===== src/rtl/phase_timer_datapath.sv =====
// Intersection timing datapath: tick prescaler, phase time registers, loadable down counter,
// registered lamp drivers and a sticky conflict guard that forces all-red once two phases go live.
module phase_timer_datapath #(
  parameter int CLK_FREQ       = 50_000_000,
  parameter int TICK_HZ        = 1,
  parameter int NUM_PHASES     = 2,
  parameter int TIME_W         = 8,
  parameter int GREEN_DEFAULT  = 30,
  parameter int YELLOW_DEFAULT = 5,
  parameter int ALLRED_DEFAULT = 2,
  localparam int PH_W          = (NUM_PHASES > 2) ? $clog2(NUM_PHASES) : 1
) (
  input  logic                    clk,
  input  logic                    reset,
  input  logic                    load_enable,
  input  logic [1:0]              time_sel,
  input  logic [PH_W-1:0]         phase_sel,
  input  logic                    pause,
  input  logic [2*NUM_PHASES-1:0] light_cmd,
  input  logic                    cfg_we,
  input  logic [2:0]              cfg_addr,
  input  logic [TIME_W-1:0]       cfg_data,
  output logic                    timer_zero,
  output logic [TIME_W-1:0]       count,
  output logic                    tick,
  output logic [NUM_PHASES-1:0]   red,
  output logic [NUM_PHASES-1:0]   yellow,
  output logic [NUM_PHASES-1:0]   green,
  output logic                    fault
);

  localparam int TICK_DIV = CLK_FREQ / TICK_HZ;
  localparam int DIV_W    = $clog2(TICK_DIV);

  logic [DIV_W-1:0]      r_presc;
  logic [TIME_W-1:0]     r_green [NUM_PHASES];
  logic [TIME_W-1:0]     r_yellow;
  logic [TIME_W-1:0]     r_allred;
  logic [TIME_W-1:0]     r_count;
  logic                  r_blink;
  logic                  r_fault;
  logic [NUM_PHASES-1:0] r_red;
  logic [NUM_PHASES-1:0] r_yel;
  logic [NUM_PHASES-1:0] r_grn;

  logic                  w_tick;
  logic [TIME_W-1:0]     w_wdata;
  logic [TIME_W-1:0]     w_green_sel;
  logic [TIME_W-1:0]     w_load_val;
  logic [2:0]            w_active;
  logic                  w_conflict;
  logic [NUM_PHASES-1:0] w_red;
  logic [NUM_PHASES-1:0] w_yel;
  logic [NUM_PHASES-1:0] w_grn;

  assign w_tick     = (r_presc == DIV_W'(TICK_DIV - 1));
  assign tick       = w_tick;
  assign count      = r_count;
  assign timer_zero = (r_count == '0);
  assign fault      = r_fault;
  assign red        = r_red;
  assign yellow     = r_yel;
  assign green      = r_grn;

  // A zero time would make a phase vanish, so it is stored as the minimum of 1.
  assign w_wdata = (cfg_data == '0) ? TIME_W'(1) : cfg_data;

  always_comb begin
    w_green_sel = r_green[0];
    for (int p = 0; p < NUM_PHASES; p++) begin
      if (phase_sel == PH_W'(p)) w_green_sel = r_green[p];
    end
    case (time_sel)
      2'd0:    w_load_val = w_green_sel;
      2'd1:    w_load_val = r_yellow;
      2'd2:    w_load_val = r_allred;
      default: w_load_val = TIME_W'(1);
    endcase
  end

  always_comb begin
    w_active = '0;
    w_red    = '0;
    w_yel    = '0;
    w_grn    = '0;
    for (int p = 0; p < NUM_PHASES; p++) begin
      if (light_cmd[2*p +: 2] == 2'b01 || light_cmd[2*p +: 2] == 2'b10) w_active = w_active + 3'd1;
      case (light_cmd[2*p +: 2])
        2'b00:   w_red[p] = 1'b1;
        2'b01:   w_yel[p] = 1'b1;
        2'b10:   w_grn[p] = 1'b1;
        default: w_yel[p] = r_blink;
      endcase
    end
    w_conflict = (w_active > 3'd1);
  end

  always_ff @(posedge clk or negedge reset) begin
    if (!reset) begin
      r_presc <= '0;
      r_blink <= 1'b0;
    end else begin
      // Restarting on load gives the first decrement a full tick period.
      if (load_enable || w_tick) r_presc <= '0;
      else                       r_presc <= r_presc + 1'b1;
      if (w_tick) r_blink <= ~r_blink;
    end
  end

  always_ff @(posedge clk or negedge reset) begin
    if (!reset) begin
      for (int p = 0; p < NUM_PHASES; p++) r_green[p] <= TIME_W'(GREEN_DEFAULT);
      r_yellow <= TIME_W'(YELLOW_DEFAULT);
      r_allred <= TIME_W'(ALLRED_DEFAULT);
    end else if (cfg_we) begin
      for (int p = 0; p < NUM_PHASES; p++) begin
        if (cfg_addr == 3'(p)) r_green[p] <= w_wdata;
      end
      if (cfg_addr == 3'(NUM_PHASES))     r_yellow <= w_wdata;
      if (cfg_addr == 3'(NUM_PHASES + 1)) r_allred <= w_wdata;
    end
  end

  always_ff @(posedge clk or negedge reset) begin
    if (!reset) begin
      r_count <= '0;
    end else if (load_enable) begin
      r_count <= w_load_val;
    end else if (w_tick && !pause && r_count != '0) begin
      r_count <= r_count - 1'b1;
    end
  end

  // The conflicting cycle itself already drives all-red, not just the cycles after.
  always_ff @(posedge clk or negedge reset) begin
    if (!reset) begin
      r_fault <= 1'b0;
      r_red   <= '1;
      r_yel   <= '0;
      r_grn   <= '0;
    end else begin
      r_fault <= r_fault | w_conflict;
      if (w_conflict || r_fault) begin
        r_red <= '1;
        r_yel <= '0;
        r_grn <= '0;
      end else begin
        r_red <= w_red;
        r_yel <= w_yel;
        r_grn <= w_grn;
      end
    end
  end

endmodule


===== config.mk =====
export PLATFORM = sky130hd
export DESIGN_NAME = phase_timer_datapath
export DESIGN_NICKNAME = d
export VERILOG_FILES = /design/src/rtl/phase_timer_datapath.sv
export SDC_FILE = /design/constraint.sdc
export NUM_CORES = 1
export LEC_CHECK = 0
export ABC_AREA = 0
export CAP_MARGIN = 10
export CORE_UTILIZATION = 57
export CTS_CLUSTER_DIAMETER = 120
export DETAILED_ROUTE_END_ITERATION = 12
export DONT_BUFFER_PORTS = 1
export GPL_TIMING_DRIVEN = 0
export PLACE_DENSITY = 0.85
export REMOVE_ABC_BUFFERS = 1
export SYNTH_ARGS = -nofsm -noshare
export SYNTH_HDL_FRONTEND = slang
export SYNTH_SLANG_ARGS = --single-unit

===== constraint.sdc =====
create_clock -name clk -period 2.1 [get_ports clk]
set_clock_uncertainty 0.1 [all_clocks]
set_input_delay 0.21 -clock clk [delete_from_list [all_inputs] [get_ports clk]]
set_output_delay 0.21 -clock clk [all_outputs]
set_load 0.02 [all_outputs]

; ---- Word level (Yosys, flattened, before mapping)
; Index checks and enable logic that the tools add are counted.
; W data, S select, Z words.
[totals]
out_inout_bits = 17
reg_bits = 74
wordCells = 65
input_bits = 23
[op_classes]
mux = 17
bitwise = 2
addsub = 3
reduce_logical = 21
n_lt_le_gt_ge = 1
eq_ne = 10
[op_table]
columns = op, count
row1 = $mux W8, 4
row2 = $add A26 B1 Y26 const B, 1
row3 = $eq A26 B26 Y1 const B, 1
row4 = $mux W26, 1
row5 = $pmux W8 S3, 1
row6 = $logic_not A8 Y1, 2
row7 = $reduce_and A2 Y1, 4
row8 = $reduce_bool A8 Y1, 1
row9 = $sub A8 B1 Y8 const B, 1
row10 = $eq A2 B1 Y1 const B, 3
row11 = $eq A2 B2 Y1 const B, 3
row12 = $eq A3 B2 Y1 const B, 2
row13 = $logic_not A2 Y1, 3
row14 = $mux W2, 3
row15 = $mux W1, 5
row16 = $logic_or A1 B1 Y1, 4
row17 = $pmux W1 S2, 2
row18 = $reduce_or A2 Y1, 2
row19 = $add A3 B1 Y3 const B, 1
row20 = $eq A3 B1 Y1 const B, 1
row21 = $gt A3 B1 Y1 const B, 1
row22 = $logic_not A3 Y1, 1
row23 = $mux W3, 1
row24 = $logic_and A1 B1 Y1, 2
row25 = other kinds (4), 4

; ---- Logic depth before layout (Yosys ltp)
[depth]
word_depth = 8
mapped_depth = 8
depth_no_buf = 7

; ---- Worst setup path after synthesis
; Ideal clock, no wire load.
[synth_timing]
path_kind = reg-to-reg
startpoint = register r_count[4], in the netlist count[4]
endpoint = register r_count[3], in the netlist count[3]
arrival_ps = 2115
setup_time_ps = 126
stages_incl_launch_ff = 6
required_ps = 1874
slack_ps = -241
cell_sequence = dfrtp_1 > or4_4 > nor4b_4 > nor3_2 > and2_0 > a221o_1
[synth_between]
elab_chain_len = 3
[synth_rtl]
columns = element, line
row1 = "start, declared", 39  ; logic [TIME_W-1:0] r_count;
row2 = "start signal, assigned", 128  ; r_count <= w_load_val;
row3 = "start signal, assigned", 130  ; r_count <= r_count - 1'b1;
row4 = $reduce_bool A8 Y1, 129  ; end else if (w_tick && !pause && r_count != '0) begin
row5 = $logic_and A1 B1 Y1, 129
row6 = $reduce_bool A2 Y1 (no source line), n/a
; Every way passes these cells.
; A chain may end at the register's enable or synchronous reset.

; ---- Worst setup path in the final report
[layout_timing]
startpoint = register r_count[5], in the netlist count[5]
endpoint = register r_count[3], in the netlist count[3]
; The elaborated chain is that of the path after synthesis.

==> qor.txt <==
pwr dens: 832 nW/µm²
# diodes: 0
# fillers: 432
GRT Overall Usage: 25.1%
total grt overflow: 0
Initial Utilization: 60.5%
initial antenna violation count: 0
multi-input logic area: 1830 µm²
CP arrival: 2.62 ns
DP Area: 3750 µm²
most common cell in the netlist: dfrtp_1
Syn Area/Cell: 10.8 µm²
via count: 2674
die area: 6800 µm²
Die W: 82.5 µm
Final setup viols: 9
violated checks: setup timing
Longest Clk Path Bufs: 2
share of layout cells above drive strength 1: 25.1%
# Max-Cap Violations: 0
Seq/Total Area, Yosys: 50.6%
Vias/cell: 6.01
number of synthesized flops with an enable pin: 0
met2 Use GR: 39.8%
largest net degree at the start of global routing: 75
grt peak-use layer: met2
FP Rows: 28
H-tree depth: 3
FMAX: 404 MHz
placed insts: 407
met3 Resource Use GR: 7.03%
worst skew pair latency: 0.35 ns
vias in the first global route: 2611
Slew HR: 45.8%
DP Worst Slack: -0.796 ns
DRT iter0 DRCs: 246
RR Endpoint: count[3]$_DFFE_PN0P_
Post-Route WL: 7810 µm
post-route worst setup slack: -0.376 ns
top cells by count, synth: 61 x dfrtp_1, 42 x nor2_1, 30 x mux2_2
critical-path cell list: or4_4, nor4b_4, nor3_2, and2_1, a221o_1
Peak VDD IR: 0.726 mV
Critical Path End Type: flop
first-pass GRT wire length: 12400 µm
Buf/Inv on CP: 0
total negative setup slack: -2.24 ns
Area contributors post-synth: dfrtp_1 41%, dfstp_2 9.3%, mux2_2 9.2%
IO Pins: 40
Mapped Cells: 341
Leak Pwr: 1.83 nW
TritonCTS clock tree: done
Worst Hold Class: primary input to flop
R2R Path Start: count[5]$_DFFE_PN0P_
Area Growth Syn to Fin: 16.4%
core area: 6100 µm²
CTS Buf Count: 9
async set-or-reset flop fraction in the synthesized netlist: 100%
Reg clk slew, reported paths: 0.08 ns
Synth top area share: 41.4%
HPWL after DPL: 4940 µm
min-delay src: pause
Synth cell types: 43
status: finished with violations
ys flop type: dfrtp_1
clock sink total: 74
Hold Crit Depth: 3
Syn Std Cell Area: 3690 µm²
flops & latches, synth: 74
delay-heaviest family, CP: simple AND/OR/NAND/NOR gates
Detailed Routing Iterations Pass 1: 4
Die Height: 82.5 µm
CP max FO: 7
YS warnings: 0
required time of the critical path: 2.24 ns
Placer Congestion: 0.784
CP max stage cell: nor4b_4
Synth area leader: dfrtp_1
root buffer cell: clkbuf_8
Slew Viols, Final: 0
FF+latch area: 1870 µm²
fin crit period: 2.48 ns
Final Hold Viols: 0
RSZ-0062 raised after global routing: yes
Reg2Reg Depth: 5
Tcrit/Tclk final: 118%
Nets: 399
Worst Tran Pin Value: 0.809 ns
startpoint types: flop
FF-to-FF setup slack: -0.38 ns
Hold EP: count[0]$_DFFE_PN0P_
number of buffers added on ports: 0
post-route insts no fill: 445
Setup CP Type: flop to flop
Routed Antenna Nets: 0
Wirelength per Cell: 17.6 µm
crit-path max cell delay: 0.62 ns
DRC viols: 0
M1 GR Usage: 32.5%
final instance area: 4290 µm²
## flip-flops by register name, indices dropped and copies added, names as in the netlist
| name | cells |
|---|---|
| count | 8 |
| fault | 1 |
| green | 2 |
| r_allred | 8 |
| r_blink | 1 |
| r_green | 16 |
| r_presc | 26 |
| r_yellow | 8 |
| red | 2 |
| yellow | 2 |
## repair_timing
action	4_1_cts	5_1_grt
setup buffers	3	6
cloned	1	0
endpoints found under the hold margin	116	0
hold buffers	12	0
pin swaps	5	8
setup endpoints to repair	35	34
resized for setup	15	10
## routing by layer
| layer | wire [µm] | vias up |
|---|---|---|
| li1 | - | 1247 |
| met1 | 3320 | 1312 |
| met2 | 3790 | 98 |
| met3 | 523 | 17 |
| met4 | 174 | 0 |
| met5 | 0 | - |
## kinds of logic (layout without fill, tap and decap cells)
kind of cell               after synthesis  count (layout)  share of synthesized area (%)
muxes                                   43              43                           12.7
buffers and inverters                   21              49                           2.24
xor gates and xnor gates                25              25                           5.93
and+or+nand+nor                        131             132                           19.0
DFF                                     74              74                           50.6
AOI/OAI and AO/OA                       36              36                           5.80
adders and majority gates               11              11                           3.73
## per-stage QoR
| stage | total power, mW | utilization, % | hold slack [ns] |
|---|---|---|---|
| 3_5_place_dp | 2.17 | 61.5 | -0.183 |
| 3_3_place_gp | 2.14 | 61.5 | -0.183 |
| 2_1_floorplan | 2.08 | - | -0.186 |
| 6_report | 3.57 | 70.4 | 0.00899 |
| 5_1_grt | 3.74 | 70.4 | 0.0119 |
| 4_1_cts | 3.58 | 69.0 | 0.00135 |
## cell type report
cell class                      instances  area share [%]
Inverter                               12            1.05
Clock buffer                            9            2.88
Timing Repair Buffer                   21            4.87
Sequential cell                        74            43.6
Clock inverter                          7            2.71
Tap cell                               75            2.19
Multi-Input combinational cell        247            42.7
## cell usage in the layout, fill, tap and decap left out, drive strengths merged, types with 13 or more instances in the layout
| cell type | n |
|---|---|
| o21ai | 14 |
| xnor2 | 13 |
| mux2 | 30 |
| nand3 | 13 |
| nor2 | 42 |
| nand2 | 21 |
| dfstp | 13 |
| inv | 13 |
| mux2i | 13 |
| dfrtp | 61 |
## tightest hold or removal path, cell delays in order
cell     delay, ns
nor4_2        0.03
xnor2_1       0.13
o21ai_1       0.06
## worst max path at each step
| stage | slack (ns) | cells after the start | from | to |
|---|---|---|---|---|
| 2_1_floorplan | -0.24 | 5 | count[4]$_DFFE_PN0P_ | count[3]$_DFFE_PN0P_ |
| 3_3_place_gp | -0.78 | 6 | r_presc[0]$_DFF_PN0_ | r_presc[3]$_DFF_PN0_ |
| 3_5_place_dp | -0.80 | 6 | r_presc[0]$_DFF_PN0_ | r_presc[10]$_DFF_PN0_ |
| 4_1_cts | -0.36 | 5 | count[5]$_DFFE_PN0P_ | count[3]$_DFFE_PN0P_ |
| 5_1_grt | -0.46 | 5 | count[5]$_DFFE_PN0P_ | count[3]$_DFFE_PN0P_ |
| 6_report | -0.38 | 5 | count[5]$_DFFE_PN0P_ | count[3]$_DFFE_PN0P_ |
## power breakdown
| group | internal, mW | switching (mW) |
|---|---|---|
| Combinational | 0.251 | 0.211 |
| Sequential | 1.63 | 0.152 |
| Clock | 0.789 | 0.544 |
Note: power is estimated with default switching activity, not from simulation.
